**src/rtl/execute_stage.sv**
```systemverilog
// Execute stage: decodes the one-hot ID_EX bundle, runs the ALU, resolves
// branches with wrong-path squash, iterates a 4-cycle multiply and latches halt.
module execute_stage #(
  parameter int BRANCH_SQUASH = 2
) (
  input  logic         clock,
  input  logic         reset_n,
  input  logic [175:0] ID_EX,
  input  logic         id_valid,
  output logic         ex_stall,
  output logic [71:0]  EX_MEM,
  output logic         branch_taken,
  output logic [31:0]  branch_target,
  output logic         halted
);

  typedef enum logic [1:0] {
    ST_RUN,
    ST_MUL,
    ST_HALT
  } state_t;

  state_t state_reg, state_next;

  logic [31:0] instr;
  logic [31:0] pc;
  logic [31:0] rs_data;
  logic [31:0] rt_data;
  logic [31:0] imm;
  logic [15:0] op;
  logic [4:0]  rd;
  logic [4:0]  rt_idx;
  logic [4:0]  shamt;

  assign instr   = ID_EX[31:0];
  assign pc      = ID_EX[63:32];
  assign rs_data = ID_EX[95:64];
  assign rt_data = ID_EX[127:96];
  assign imm     = ID_EX[159:128];
  assign op      = ID_EX[175:160];
  assign rd      = instr[15:11];
  assign rt_idx  = instr[20:16];
  assign shamt   = instr[10:6];

  // Lowest set opcode bit wins when the decoder hands over several.
  logic [15:0] op_sel;
  genvar gi;
  generate
    for (gi = 0; gi < 16; gi++) begin : g_pri
      if (gi == 0) begin : g_first
        assign op_sel[gi] = op[0];
      end else begin : g_rest
        assign op_sel[gi] = op[gi] & ~(|op[gi-1:0]);
      end
    end
  endgenerate

  logic unused_bits;
  assign unused_bits = ^{instr[31:21], instr[5:0], op_sel[15:14]};

  logic [1:0]  squash_reg, squash_next;
  logic [71:0] em_reg, em_next;
  logic        br_taken_reg;
  logic [31:0] br_target_reg;

  logic [31:0] mul_a_reg, mul_b_reg, mul_acc_reg, mul_pc_reg;
  logic [4:0]  mul_rd_reg;
  logic [1:0]  mul_k_reg;
  logic        mul_start;

  logic        accept;
  logic        live;
  logic        squashing;
  logic [31:0] target;

  assign ex_stall  = (state_reg == ST_MUL) | (state_reg == ST_HALT);
  assign halted    = (state_reg == ST_HALT);
  assign accept    = id_valid & ~ex_stall & ~halted;
  assign squashing = accept & (squash_reg != 2'd0);
  assign live      = accept & (squash_reg == 2'd0);
  assign target    = pc + 32'd4 + {imm[29:0], 2'b00};

  // Single-cycle ALU decode.
  logic [31:0] alu_result;
  logic [4:0]  alu_dest;
  logic        alu_we;
  logic        alu_valid;
  logic        alu_halt;
  logic        alu_taken;
  logic        is_mul;
  logic        is_hlt;

  always_comb begin
    alu_result = 32'd0;
    alu_dest   = 5'd0;
    alu_we     = 1'b0;
    alu_valid  = 1'b0;
    alu_halt   = 1'b0;
    alu_taken  = 1'b0;
    is_mul     = 1'b0;
    is_hlt     = 1'b0;
    case (1'b1)
      op_sel[0]: begin
        alu_result = rs_data + rt_data;
        alu_dest   = rd;
        alu_we     = 1'b1;
        alu_valid  = 1'b1;
      end
      op_sel[1]: begin
        alu_result = rs_data - rt_data;
        alu_dest   = rd;
        alu_we     = 1'b1;
        alu_valid  = 1'b1;
      end
      op_sel[2]: begin
        alu_result = imm;
        alu_dest   = rt_idx;
        alu_we     = 1'b1;
        alu_valid  = 1'b1;
      end
      op_sel[3]: begin
        alu_result = rs_data << shamt;
        alu_dest   = rd;
        alu_we     = 1'b1;
        alu_valid  = 1'b1;
      end
      op_sel[4]: begin
        alu_result = rs_data >> shamt;
        alu_dest   = rd;
        alu_we     = 1'b1;
        alu_valid  = 1'b1;
      end
      op_sel[5]: begin
        alu_result = rs_data & rt_data;
        alu_dest   = rd;
        alu_we     = 1'b1;
        alu_valid  = 1'b1;
      end
      op_sel[6]: begin
        alu_result = rs_data | rt_data;
        alu_dest   = rd;
        alu_we     = 1'b1;
        alu_valid  = 1'b1;
      end
      op_sel[7]: begin
        alu_result = rs_data ^ rt_data;
        alu_dest   = rd;
        alu_we     = 1'b1;
        alu_valid  = 1'b1;
      end
      op_sel[8]: begin
        alu_result = target;
        alu_valid  = 1'b1;
        alu_taken  = 1'b1;
      end
      op_sel[9]: begin
        alu_result = target;
        alu_valid  = 1'b1;
        alu_taken  = (rs_data != rt_data);
      end
      op_sel[10]: begin
        alu_result = rs_data;
        alu_dest   = rd;
        alu_we     = 1'b1;
        alu_valid  = 1'b1;
      end
      op_sel[11]: begin
        alu_result = rs_data + imm;
        alu_dest   = rt_idx;
        alu_we     = 1'b1;
        alu_valid  = 1'b1;
      end
      op_sel[12]: begin
        is_mul = 1'b1;
      end
      op_sel[13]: begin
        alu_valid = 1'b1;
        alu_halt  = 1'b1;
        is_hlt    = 1'b1;
      end
      default: begin
        alu_valid = 1'b0;
      end
    endcase
  end

  // One multiplier byte per cycle: acc += (a * b[8k+7:8k]) << 8k.
  logic [7:0]  mul_byte;
  logic [31:0] mul_partial;
  logic [31:0] mul_acc_next;

  always_comb begin
    mul_byte     = 8'(mul_b_reg >> {mul_k_reg, 3'b000});
    mul_partial  = (mul_a_reg * {24'd0, mul_byte}) << {mul_k_reg, 3'b000};
    mul_acc_next = mul_acc_reg + mul_partial;
  end

  logic br_pulse;

  always_comb begin
    state_next  = state_reg;
    squash_next = squash_reg;
    em_next     = 72'd0;
    br_pulse    = 1'b0;
    mul_start   = 1'b0;
    case (state_reg)
      ST_RUN: begin
        if (squashing) begin
          squash_next = squash_reg - 2'd1;
        end else if (live) begin
          if (is_mul) begin
            mul_start  = 1'b1;
            state_next = ST_MUL;
          end else begin
            if (alu_valid) begin
              em_next = {alu_halt, 1'b1, alu_we, alu_dest, pc, alu_result};
            end
            if (is_hlt) begin
              state_next = ST_HALT;
            end
            if (alu_taken) begin
              br_pulse    = 1'b1;
              squash_next = 2'(BRANCH_SQUASH);
            end
          end
        end
      end
      ST_MUL: begin
        if (mul_k_reg == 2'd3) begin
          em_next    = {1'b0, 1'b1, 1'b1, mul_rd_reg, mul_pc_reg, mul_acc_next};
          state_next = ST_RUN;
        end
      end
      default: begin
        state_next = ST_HALT;
      end
    endcase
  end

  always_ff @(posedge clock or negedge reset_n) begin
    if (!reset_n) begin
      state_reg     <= ST_RUN;
      squash_reg    <= 2'd0;
      em_reg        <= 72'd0;
      br_taken_reg  <= 1'b0;
      br_target_reg <= 32'd0;
      mul_a_reg     <= 32'd0;
      mul_b_reg     <= 32'd0;
      mul_acc_reg   <= 32'd0;
      mul_pc_reg    <= 32'd0;
      mul_rd_reg    <= 5'd0;
      mul_k_reg     <= 2'd0;
    end else begin
      state_reg    <= state_next;
      squash_reg   <= squash_next;
      em_reg       <= em_next;
      br_taken_reg <= br_pulse;
      if (br_pulse) begin
        br_target_reg <= target;
      end
      if (mul_start) begin
        mul_a_reg   <= rs_data;
        mul_b_reg   <= rt_data;
        mul_acc_reg <= 32'd0;
        mul_pc_reg  <= pc;
        mul_rd_reg  <= rd;
        mul_k_reg   <= 2'd0;
      end else if (state_reg == ST_MUL) begin
        mul_acc_reg <= mul_acc_next;
        mul_k_reg   <= mul_k_reg + 2'd1;
      end
    end
  end

  assign EX_MEM        = em_reg;
  assign branch_taken  = br_taken_reg;
  assign branch_target = br_target_reg;

endmodule
```
**config.mk**
```make
export PLATFORM = sky130hd
export DESIGN_NAME = execute_stage
export DESIGN_NICKNAME = d
export VERILOG_FILES = /design/src/rtl/execute_stage.sv
export SDC_FILE = /design/constraint.sdc
export NUM_CORES = 2
export LEC_CHECK = 0
export ABC_AREA = 1
export BUFFER_PORTS_ARGS = -buffer_cell sky130_fd_sc_hd__buf_2
export CAP_MARGIN = 15
export CORE_MARGIN = 2
export CORE_UTILIZATION = 43
export DETAILED_ROUTE_END_ITERATION = 6
export GPL_TIMING_DRIVEN = 1
export PLACE_DENSITY = 0.64
export REMOVE_ABC_BUFFERS = 1
export SYNTH_ARGS = -nofsm -noshare
export SYNTH_HDL_FRONTEND = slang
export SYNTH_SLANG_ARGS = --single-unit
```
**constraint.sdc**
```tcl
create_clock -name clock -period 7.11 [get_ports clock]
set_clock_uncertainty 0.05 [all_clocks]
set_input_delay 1.0665 -clock clock [delete_from_list [all_inputs] [get_ports clock]]
set_output_delay 1.0665 -clock clock [all_outputs]
set_load 0.02 [all_outputs]
```
==> results.txt <==
----------------------------------------------------
[Placement]
  Input/output buffers ... 266
  Placer congestion estimate ... 1.06
  Pre-CTS WS ... -0.244 ns
  Half-perimeter wire length after detailed placement ... 122000 um
  Instance count after placement with tap cells included ... 6261

[Power and ir drop]
  Clock power frac ... 41.0%
  Power Density ... 119 nW/um2
  Worst vdd ir ... 0.148 mV
  Power spent charging and discharging nets ... 1720 uW
  Switching share of power ... 37.4%
  Register share of total power ... 30.3%
  Share of power burned in combinational logic ... 28.7%
  Internal Dissipation ... 2870 uW
  Static Leak ... 0.0203 uW

[Timing]
  Slew margin rel. ... 23.9%
  Unrepaired setup endpoints after global routing ... true
  Total count of max-transition violations in the final report ... 0
  Final setup slack of the worst path ... 0.169 ns
  Final Hold Viols ... 0
  Count of endpoints failing setup in the final report ... 0
  FMAX ... 144 MHz
  Worst-Margin Slew ... 1.11 ns
  Clock period minus worst slack ... 6.94 ns
  Final Cycle Share ... 97.6%

[Layout]
  Fraction of layout instances using a drive strength above 1 ... 16.7%
  Flip-flop count of the largest register after layout ... 72
  # fillers ... 7572
  Final-stage net count ... 5967
  Layout Area Growth over Synthesis ... 20.9%
  Utilization after layout ... 52.7%
  Number of standard cells in the final layout excluding fillers ... 6350

[Global route]
  Global-route wire length before repair ... 221000 um
  Pin count of the biggest net entering global routing ... 117
  Tot GR Track Use ... 38.8%
  Via count of the first global-routing pass ... 34210
  Initial antenna violation count ... 11
  Global-route congestion overflow total ... 0

[Die]
  Floorplan row count ... 99
  Overall die area ... 76400 um2
  Initial core utilization ... 43.6%
  Placeable core area ... 73200 um2
  Die boundary width ... 276 um
  I/O pin total ... 286
  Vert. Die Dim ... 276 um

[Setup path]
  Reg-to-Reg Start ... mul_k_reg[0]$_DFFE_PN0P_
  Cell count of the worst reg-to-reg path ... 34
  Reg-to-reg endpoint ... EX_MEM[19]$_DFF_PN0_
  Arr. time, crit path ... 7.33 ns
  Largest driver fanout on the critical path ... 8
  Endpoint class of the critical path ... register
  Peak per-stage delay on the critical path ... 0.58 ns
  Most prevalent standard cell on the critical path ... sky130_fd_sc_hd__nand2_1
  Critical Path Slowest Stage Cell ... sky130_fd_sc_hd__fa_1
  Crit path kind ... reg -> reg
  Worst setup path start ... mul_k_reg[0]$_DFFE_PN0P_
  Data required time of the critical path ... 7.50 ns
  Worst setup slack for register-to-register paths ... 0.17 ns
  Sort of element at the start of the critical path ... register

[Detailed routing]
  Drt initial violations ... 4324
  Detail Route Antenna Nets ... 0
  Drt total wl ... 153000 um
  Number of vias in the routed layout ... 36474
  Drt drc ... 2
  First-pass detailed-route iteration total ... 7
  Wirelength per Cell ... 24.1 um
  Vias per inst ... 5.74

[Min path]
  Endpoint of the worst hold path ... branch_target[13]$_DFFE_PN0P_
  Class of the tightest hold or removal check ... reg -> reg
  Worst hold path startpoint ... branch_target[13]$_DFFE_PN0P_
  Count of cells along the worst hold path ... 2

[Clocking]
  Num Clock Sinks ... 244
  Master cell of the clock root buffer ... sky130_fd_sc_hd__clkbuf_16
  Clock Latency Late Sink ... 0.58 ns
  # H-tree levels ... 2
  CTS Buf Count ... 34
  Clk pin slew, worst setup/hold paths ... 0.06 ns
  Max Buffers Root-to-Sink ... 3
  CTS tree ... done

[Yosys]
  Post-synthesis async set-or-reset flop share ... 100%
  Top cell type by total area after synthesis ... sky130_fd_sc_hd__dfrtp_1
  Area share of the largest cell type after synthesis ... 19.1%
  Most frequent cell after synthesis ... sky130_fd_sc_hd__nand2_1
  Yosys reg bits ... 244
  Number of enable flip-flop cells after synthesis ... 0
  Post-synth top cells ... 1293 x sky130_fd_sc_hd__nand2_1, 643 x sky130_fd_sc_hd__inv_1, 572 x sky130_fd_sc_hd__nor2_1
  Count of warnings emitted by yosys ... 0
  Main synth FF type ... sky130_fd_sc_hd__dfrtp_1
  Number of instances in the synthesized netlist ... 4974
  Main area contributors after synthesis ... sky130_fd_sc_hd__dfrtp_1 19%, sky130_fd_sc_hd__nand2_1 15%, sky130_fd_sc_hd__ha_1 10%
  Average cell area after synthesis ... 6.41 um2
  Sequential element share of the synthesized area ... 19.1%
  Count of cell types in the netlist ... 59
  Cell Area, Synth ... 31900 um2

[Flow run]
  Number of max-capacitance violations reported ... 0

[Status]
  Violated checks ... DRC
  Result of the run ... finished with violations

----------------------------------------------------
[stage by stage]
stage          instance area, um2  power (uW)  hold WS [ns]   TNS (ns)
6_report                    38600        4590         0.419          0
5_1_grt                     38600        4770         0.444      -1.44
4_1_cts                     37000        4560         0.419  -0.000174
3_5_place_dp                35700        2670         0.404      -1.37
3_3_place_gp                35700        2670         0.402     -0.890
2_1_floorplan               31100        2150         0.392     -37.75
[what timing repair did]
action / in CTS / in global routing
gates resized for setup: 25 / 289
hold buffers: 0 / 0
setup endpoints to repair: 16 / 39
pin swaps: 2 / 122
setup buffers: 0 / 23
cloned: 0 / 6
[layout by cell type (no fill, tap or decap), types with 17 or more instances in the layout]
cell	instances
sky130_fd_sc_hd__nand2_1	1257
sky130_fd_sc_hd__inv_1	632
sky130_fd_sc_hd__nor2_1	525
sky130_fd_sc_hd__o21ai_0	490
sky130_fd_sc_hd__a21oi_1	291
sky130_fd_sc_hd__buf_2	266
sky130_fd_sc_hd__nand3_1	250
sky130_fd_sc_hd__dfrtp_1	244
sky130_fd_sc_hd__buf_4	244
sky130_fd_sc_hd__ha_1	234
sky130_fd_sc_hd__fa_1	154
sky130_fd_sc_hd__nor3_1	41
sky130_fd_sc_hd__nor2_2	40
sky130_fd_sc_hd__xor2_1	40
sky130_fd_sc_hd__clkbuf_16	39
sky130_fd_sc_hd__o211ai_1	36
sky130_fd_sc_hd__nand4_1	35
sky130_fd_sc_hd__a21oi_2	33
sky130_fd_sc_hd__or2_2	33
sky130_fd_sc_hd__nand2_2	32
sky130_fd_sc_hd__nand3_2	26
sky130_fd_sc_hd__nand3b_1	24
sky130_fd_sc_hd__o21bai_1	24
sky130_fd_sc_hd__ha_4	24
sky130_fd_sc_hd__inv_2	22
sky130_fd_sc_hd__a31oi_1	22
sky130_fd_sc_hd__o21ai_1	21
sky130_fd_sc_hd__xnor2_1	18
sky130_fd_sc_hd__a221oi_1	17
[metal layers]
layer | wire length (um) | vias to the layer above | global-route usage (%)
li1 | - | 16920 | -
met3 | 15000 | 423 | 7.91
met2 | 64300 | 1942 | 58.3
met5 | 161 | - | 1.00
met1 | 62700 | 17181 | 51.3
met4 | 11200 | 8 | 23.1
[worst max path at each step]
stage                           end  slack [ns]  cells after the start
4_1_cts        EX_MEM[31]$_DFF_PN0_     -0.0002                     42
6_report       EX_MEM[19]$_DFF_PN0_        0.17                     34
2_1_floorplan  EX_MEM[26]$_DFF_PN0_       -1.20                     36
5_1_grt        EX_MEM[19]$_DFF_PN0_       -0.15                     37
3_5_place_dp   EX_MEM[28]$_DFF_PN0_       -0.24                     38
3_3_place_gp   EX_MEM[28]$_DFF_PN0_       -0.18                     38
[cells by family (layout without fill, tap and decap cells)]
kind of cell	after synthesis	in the layout	synth area share [%]
AOI/OAI and AO/OA	1053	1053	18.3
xor gates and xnor gates	64	64	1.76
adders and majority gates	423	423	20.4
buffers and inverters	858	1274	10.3
DFF	244	244	19.1
muxes	9	9	0.282
other	0	1	0
and+or+nand+nor	2323	2323	29.9
[power groups by stage]
stage / sequential [uW] / clock [uW] / combinational (uW)
final: 1390 / 1880 / 1320
after global routing: 1390 / 1960 / 1420
after CTS: 1390 / 1910 / 1260
after detailed placement: 1410 / 0 / 1260
after global placement: 1410 / 0 / 1260
after floorplan: 1410 / 0 / 731
[final cells by class]
type / instances / area (um2) / share of cell area (%)
clock inverters: 19 / 292 / 0.756
clock buffers: 42 / 931 / 2.41
multi-input cells: 3872 / 23800 / 61.7
repair buffers: 543 / 3730 / 9.68
inverters: 670 / 2520 / 6.54
diodes: 1 / 2.50 / 0.00649
well taps: 959 / 1200 / 3.11
flip-flops and latches: 244 / 6110 / 15.8
[critical path: cells and delay by family (launching register included)]
family                     cells  cell delay, ns
adders and majority gates      6            2.65
and+or+nand+nor               15            1.95
buffers and inverters          8            0.95
AOI/OAI and AO/OA              4            0.61
DFF                            1            0.40
xor gates and xnor gates       1            0.18
No activity file was read; power rests on OpenSTA's default activity.
